`src/rtl/video_shift_ctrl_if.sv`:
```
// Signal bundle between mode decode / CRTC sync sources and the video shift sequencer.
// Mode write, sync and display-enable inputs flow in; shifter controls and status flow out.
interface video_shift_ctrl_if;
    logic       SYNC_PH;
    logic       HSYNC;
    logic       MODE_WR;
    logic [1:0] MODE_IN;
    logic       DISPEN;
    logic       LOAD;
    logic       SHIFT;
    logic       KEEP;
    logic [1:0] MODE_ACT;
    logic       BORDER;
    logic [2:0] PHASE;

    modport master (
        output SYNC_PH,
        output HSYNC,
        output MODE_WR,
        output MODE_IN,
        output DISPEN,
        input  LOAD,
        input  SHIFT,
        input  KEEP,
        input  MODE_ACT,
        input  BORDER,
        input  PHASE
    );

    modport slave (
        input  SYNC_PH,
        input  HSYNC,
        input  MODE_WR,
        input  MODE_IN,
        input  DISPEN,
        output LOAD,
        output SHIFT,
        output KEEP,
        output MODE_ACT,
        output BORDER,
        output PHASE
    );
endinterface

```
`src/rtl/video_shift_ctrl.sv`:
```
// Gate Array video shift sequencer: byte-phase counter, HSYNC-armed mode register, border latch.
// Controls decode combinationally from registered state (zero latency); no backpressure, free-running.
module video_shift_ctrl #(
    parameter logic [1:0] RESET_MODE = 2'd1
) (
    input  logic                 CLK_n,
    input  logic                 RESET_n,
    video_shift_ctrl_if.slave    vs
);

    localparam logic [2:0] PH_LAST = 3'd7;
    localparam logic [2:0] PH_MID  = 3'd3;

    logic [2:0] ph_q,        ph_d;
    logic       hsync_q,     hsync_d;
    logic       armed_q,     armed_d;
    logic [1:0] mode_pend_q, mode_pend_d;
    logic [1:0] mode_act_q,  mode_act_d;
    logic       border_q,    border_d;

    logic       byte_end;
    logic       hs_rise;
    logic       apply;

    logic       load_c;
    logic       shift_c;
    logic       keep_c;

    assign byte_end = (ph_q == PH_LAST);
    assign hs_rise  = vs.HSYNC & ~hsync_q;
    assign apply    = byte_end & armed_q;

    always_comb begin
        ph_d        = ph_q + 3'd1;
        hsync_d     = vs.HSYNC;
        armed_d     = armed_q;
        mode_pend_d = mode_pend_q;
        mode_act_d  = mode_act_q;
        border_d    = border_q;

        if (vs.SYNC_PH) begin
            ph_d = 3'd0;
        end

        // An arm arriving on the apply edge survives for the next boundary.
        if (apply) begin
            mode_act_d = mode_pend_q;
            armed_d    = 1'b0;
        end
        if (hs_rise) begin
            armed_d = 1'b1;
        end

        if (vs.MODE_WR) begin
            mode_pend_d = vs.MODE_IN;
        end

        if (byte_end) begin
            border_d = ~vs.DISPEN;
        end
    end

    always_ff @(posedge CLK_n or negedge RESET_n) begin
        if (!RESET_n) begin
            ph_q        <= 3'd0;
            hsync_q     <= 1'b0;
            armed_q     <= 1'b0;
            mode_pend_q <= RESET_MODE;
            mode_act_q  <= RESET_MODE;
            border_q    <= 1'b1;
        end else begin
            ph_q        <= ph_d;
            hsync_q     <= hsync_d;
            armed_q     <= armed_d;
            mode_pend_q <= mode_pend_d;
            mode_act_q  <= mode_act_d;
            border_q    <= border_d;
        end
    end

    // LOAD owns the last phase of every mode, so SHIFT/KEEP only split phases 0..6.
    always_comb begin
        load_c  = byte_end;
        shift_c = 1'b0;
        if (!byte_end) begin
            unique case (mode_act_q)
                2'd2:    shift_c = 1'b1;
                2'd1:    shift_c = ph_q[0];
                default: shift_c = (ph_q == PH_MID);
            endcase
        end
        keep_c = ~load_c & ~shift_c;
    end

    assign vs.LOAD     = load_c;
    assign vs.SHIFT    = shift_c;
    assign vs.KEEP     = keep_c;
    assign vs.MODE_ACT = mode_act_q;
    assign vs.BORDER   = border_q;
    assign vs.PHASE    = ph_q;

    a_ctrl_onehot: assert property (@(posedge CLK_n) $onehot({load_c, shift_c, keep_c}));

    a_mode_boundary: assert property (@(posedge CLK_n) disable iff (!RESET_n)
        (mode_act_d != mode_act_q) |-> byte_end);

    a_border_boundary: assert property (@(posedge CLK_n) disable iff (!RESET_n)
        (border_d != border_q) |-> byte_end);

endmodule

```
`src/flat_wrapper.sv`:
```
// flat-port wrapper written by rule: the top's interface ports become plain ports
module video_shift_ctrl_flat 
#(
    parameter logic [1:0] RESET_MODE = 2'd1
)
  (CLK_n, RESET_n, vs_SYNC_PH, vs_HSYNC, vs_MODE_WR, vs_MODE_IN, vs_DISPEN, vs_LOAD, vs_SHIFT, vs_KEEP, vs_MODE_ACT, vs_BORDER, vs_PHASE);
  video_shift_ctrl_if vs_i ();
  input  logic CLK_n;
  input  logic RESET_n;
  input wire logic [$bits(vs_i.SYNC_PH)-1:0] vs_SYNC_PH;
  input wire logic [$bits(vs_i.HSYNC)-1:0] vs_HSYNC;
  input wire logic [$bits(vs_i.MODE_WR)-1:0] vs_MODE_WR;
  input wire logic [$bits(vs_i.MODE_IN)-1:0] vs_MODE_IN;
  input wire logic [$bits(vs_i.DISPEN)-1:0] vs_DISPEN;
  output wire logic [$bits(vs_i.LOAD)-1:0] vs_LOAD;
  output wire logic [$bits(vs_i.SHIFT)-1:0] vs_SHIFT;
  output wire logic [$bits(vs_i.KEEP)-1:0] vs_KEEP;
  output wire logic [$bits(vs_i.MODE_ACT)-1:0] vs_MODE_ACT;
  output wire logic [$bits(vs_i.BORDER)-1:0] vs_BORDER;
  output wire logic [$bits(vs_i.PHASE)-1:0] vs_PHASE;
  assign vs_i.SYNC_PH = vs_SYNC_PH;
  assign vs_i.HSYNC = vs_HSYNC;
  assign vs_i.MODE_WR = vs_MODE_WR;
  assign vs_i.MODE_IN = vs_MODE_IN;
  assign vs_i.DISPEN = vs_DISPEN;
  assign vs_LOAD = vs_i.LOAD;
  assign vs_SHIFT = vs_i.SHIFT;
  assign vs_KEEP = vs_i.KEEP;
  assign vs_MODE_ACT = vs_i.MODE_ACT;
  assign vs_BORDER = vs_i.BORDER;
  assign vs_PHASE = vs_i.PHASE;
  video_shift_ctrl #(.RESET_MODE(RESET_MODE)) u_core (.CLK_n(CLK_n), .RESET_n(RESET_n), .vs(vs_i));
endmodule
```
`config.mk`:
```
export PLATFORM = sky130hd
export DESIGN_NAME = video_shift_ctrl_flat
export DESIGN_NICKNAME = d
export VERILOG_FILES = /design/src/rtl/video_shift_ctrl_if.sv /design/src/rtl/video_shift_ctrl.sv /design/src/flat_wrapper.sv
export SDC_FILE = /design/constraint.sdc
export NUM_CORES = 1
export LEC_CHECK = 0
export ABC_AREA = 0
export BUFFER_PORTS_ARGS = -buffer_cell sky130_fd_sc_hd__buf_2
export CAP_MARGIN = 30
export CORE_AREA = 10 10 47 49
export DETAILED_ROUTE_END_ITERATION = 8
export DIE_AREA = 0 0 57 59
export PLACE_DENSITY = 0.65
export SLEW_MARGIN = 20
export SYNTH_ARGS = -nofsm -noshare
export SYNTH_HDL_FRONTEND = slang
export SYNTH_SLANG_ARGS = --single-unit
```
`constraint.sdc`:
```
create_clock -name CLK_n -period 1.5 [get_ports CLK_n]
set_input_delay 0.075 -clock CLK_n [delete_from_list [all_inputs] [get_ports CLK_n]]
set_output_delay 0.075 -clock CLK_n [all_outputs]
set_load 0.03 [all_outputs]
```
==> flow_metrics.env <==
export IMPL_n_antenna_cell=0
export IMPL_dr_total_vias=345
export IMPL_yosysWarnings=0
export IMPL_ys_seq_elements=10
export IMPL_rsz0062_at_grt="yes"
export IMPL_fmax_mhz=608
export IMPL_ant_nets=0
export IMPL_antenna_found_initial=0
export IMPL_cts_made_buffers=3
export IMPL_cts_buffer_depth=2
export IMPL_clock_latency_ps=260
export IMPL_setup_violations=2
export IMPL_synth_area_um2=462
export IMPL_setup_slack_ps=-144
export IMPL_hold_ws_ps=45.8
export IMPL_synthXorXnorAreaFrac_pct=0
export IMPL_synth_fp_nets=48
export IMPL_hp_class="primary input to flip-flop"
export IMPL_yosysSeqAreaShare_pct=55.0
export IMPL_grt_pass1_vias=433
export IMPL_dp_hpwl_um=770
export IMPL_critPathMaxFanout=2
export IMPL_boundaryPins=17
export IMPL_drtIter0Drc=1
export IMPL_hold_viol=0
export IMPL_io_buffers=16
export IMPL_slew_viol_final=0
export IMPL_grt_first_pass_wirelength_um=1790
export IMPL_drt_wl_total_um=958
export IMPL_ff_latch_area_um2=258
export IMPL_htreeDepth=1
export IMPL_peakVddDrop_v=0.000608
export IMPL_via_per_inst=4.42
export IMPL_end_kind="output port"
export IMPL_nets=76
export IMPL_gp_congestion=0.644
export IMPL_synth_simple_area_share_pct=6.78
export IMPL_place_area_um2=637
export IMPL_synth_area_per_cell_um2=13.2
export IMPL_slew_headroom_pct=85.5
export IMPL_synth_top_family_by_area="adder cells"
export IMPL_drt_first_pass_iters=2
export IMPL_wire_per_inst_um=12.3
export IMPL_power_density_nw_per_um2=1270
export IMPL_track_usage_pct=6.59
export IMPL_critPathLaunchType="flip-flop"
export IMPL_fp_dieH_um=59
export IMPL_synthAdderAreaFrac_pct=13.6
export IMPL_dpl_worst_slack_ps=34.9
export IMPL_floorplan_core_area_um2=1400
export IMPL_drv_cap=0
export IMPL_timing_final_crit_share_pct=110
export IMPL_synth_compound_area_share_pct=6.23
export IMPL_worst_pin_slew_ps=218
export IMPL_synth_cells=35
export IMPL_critical_path_cell_chain="inv_2 > ha_4 > a211oi_4 > buf_4 > nor3_4 > buf_6"
export IMPL_critPathArrivalTime_ps=1570
export IMPL_finClkSkew_ps=1.02
export IMPL_path_class="flip-flop to output port"
export IMPL_cts_tree="done"
export IMPL_stdcell_count=78
export IMPL_place_inst=69
export IMPL_die_w_um=57
export IMPL_status="finished, violations left"
export IMPL_setup_tns_ps=-287
export IMPL_grt_overflow=0
export IMPL_required_ps=1420
export IMPL_final_area_um2=737
export IMPL_clkSinkCount=10
export IMPL_period_minus_slack_ps=1640
export IMPL_synth_distinct_cells=14
export IMPL_multi_input_area_um2=245
export IMPL_filler_cell_count=138
export IMPL_violations="setup timing"
export IMPL_initial_core_util_pct=32.9
export IMPL_cp_slowest_cell="dfstp_2"
export IMPL_grt_max_degree=11
export IMPL_dieArea_um2=3360
export IMPL_rows=14
export IMPL_slowest_delay_ps=540
export IMPL_cts_clk_slew_worst_paths_ps=60
export IMPL_layout_drive_gt1_share_pct=67.7
export IMPL_drcViolationCount=0
export IMPL_p_leak_uw=0.000364
export IMPL_syn_to_final_growth_pct=59.6
export IMPL_synthMuxAreaShare_pct=13.6
export IMPL_cts_root_buf="clkbuf_4"
-- cell type report --
cell class / instances / share of cell area, %
Clock buffer: 4 / 4.92
Inverter: 6 / 3.06
Sequential cell: 10 / 35.0
Multi-Input combinational cell: 19 / 33.3
Tap cell: 16 / 2.72
Timing Repair Buffer: 23 / 21.1
-- state kept, by name, indices dropped and copies added (netlist names) --
name	flops
u_core.vs.PHASE	3
u_core.vs.MODE_ACT	2
u_core.vs.BORDER	1
u_core.armed_q	1
u_core.mode_pend_q	2
u_core.hsync_q	1
-- cells by family after synthesis --
group | Yosys count
multiplexers | 5
flip-flops | 10
adder cells (fa/ha/maj) | 5
buffers and inverters | 6
AND/OR/NAND/NOR | 6
AO/OA/AOI/OAI | 3
-- worst paths after layout --
| kind | start | end | slack [ps] | cells after the start |
|---|---|---|---|---|
| max | u_core.vs.MODE_ACT[0] | vs_SHIFT | -140 | 6 |
| min | vs_MODE_IN[1] | u_core.mode_pend_q[1] | 50 | 2 |
| max reg2reg | u_core.vs.PHASE[0] | u_core.vs.MODE_ACT[1] | 140 | 4 |
| min reg2reg | u_core.hsync_q | u_core.armed_q | 440 | 1 |
| max in group asynchronous | RESET_n | u_core.vs.BORDER | 1050 | 2 |
| min in group asynchronous | RESET_n | u_core.mode_pend_q[1] | 200 | 2 |
-- critical path: cells and delay by family, from the launching register on --
kind	cells	cell delay, ps
and+or+nand+nor	1	30
buffers and inverters	3	330
AOI/OAI and AO/OA	1	190
adders and majority gates	1	220
DFF	1	540
-- timing repair --
item                       CTS  global route
gates resized for setup      4             2
buffers inserted             0             1
setup endpoints to repair    2             2
pin swaps                    4             2
hold buffers                 4             0
hold endpoints to repair    15             0
-- synthesized netlist by cell type (all sizes together) --
cell,number,share of area [%]
a211oi,1,2.7
dfrtp,7,38
dfstp,3,17
ha,5,14
inv,6,4.9
mux2,4,11
mux2i,1,2.2
nand2,1,1.4
nor2,2,1.6
nor2b,2,2.7
nor3,1,1.1
o21ba,1,2.2
o22ai,1,1.4
-- metal layers --
layer	part of all wire (%)	vias up	wire length [µm]	global-route usage [%]
li1	-	167	-	-
met1	37	168	357	6.22
met2	54	10	519	11.3
met3	8.5	0	81	3.22
met4	0	0	0	4.03
met5	0	-	0	0
-- metrics by stage --
stage | power, µW | utilization, %
finish | 939 | 52.6
detailed placement | 661 | 45.4
global route | 996 | 52.6
floorplan | 577 | -
CTS | 942 | 51.8
global placement | 654 | 45.4
-- cells in the final DEF, fill, tap and decap left out, drive strengths merged --
cell type	count
buf	19
nand2	1
nor2b	2
dfrtp	7
o21ba	1
mux2i	1
dfstp	3
dlygate4sd3	4
nor3	1
inv	6
nor2	2
ha	5
clkbuf	4
o22ai	1
mux2	4
a211oi	1
-- where the power goes --
| part | internal, µW | switching, µW | total, µW |
|---|---|---|---|
| Sequential | 307 | 21.0 | 328 |
| Combinational | 188 | 185 | 373 |
| Clock | 147 | 90.6 | 238 |
| Total | 643 | 296 | 939 |
(Power assumes the default switching activity.)
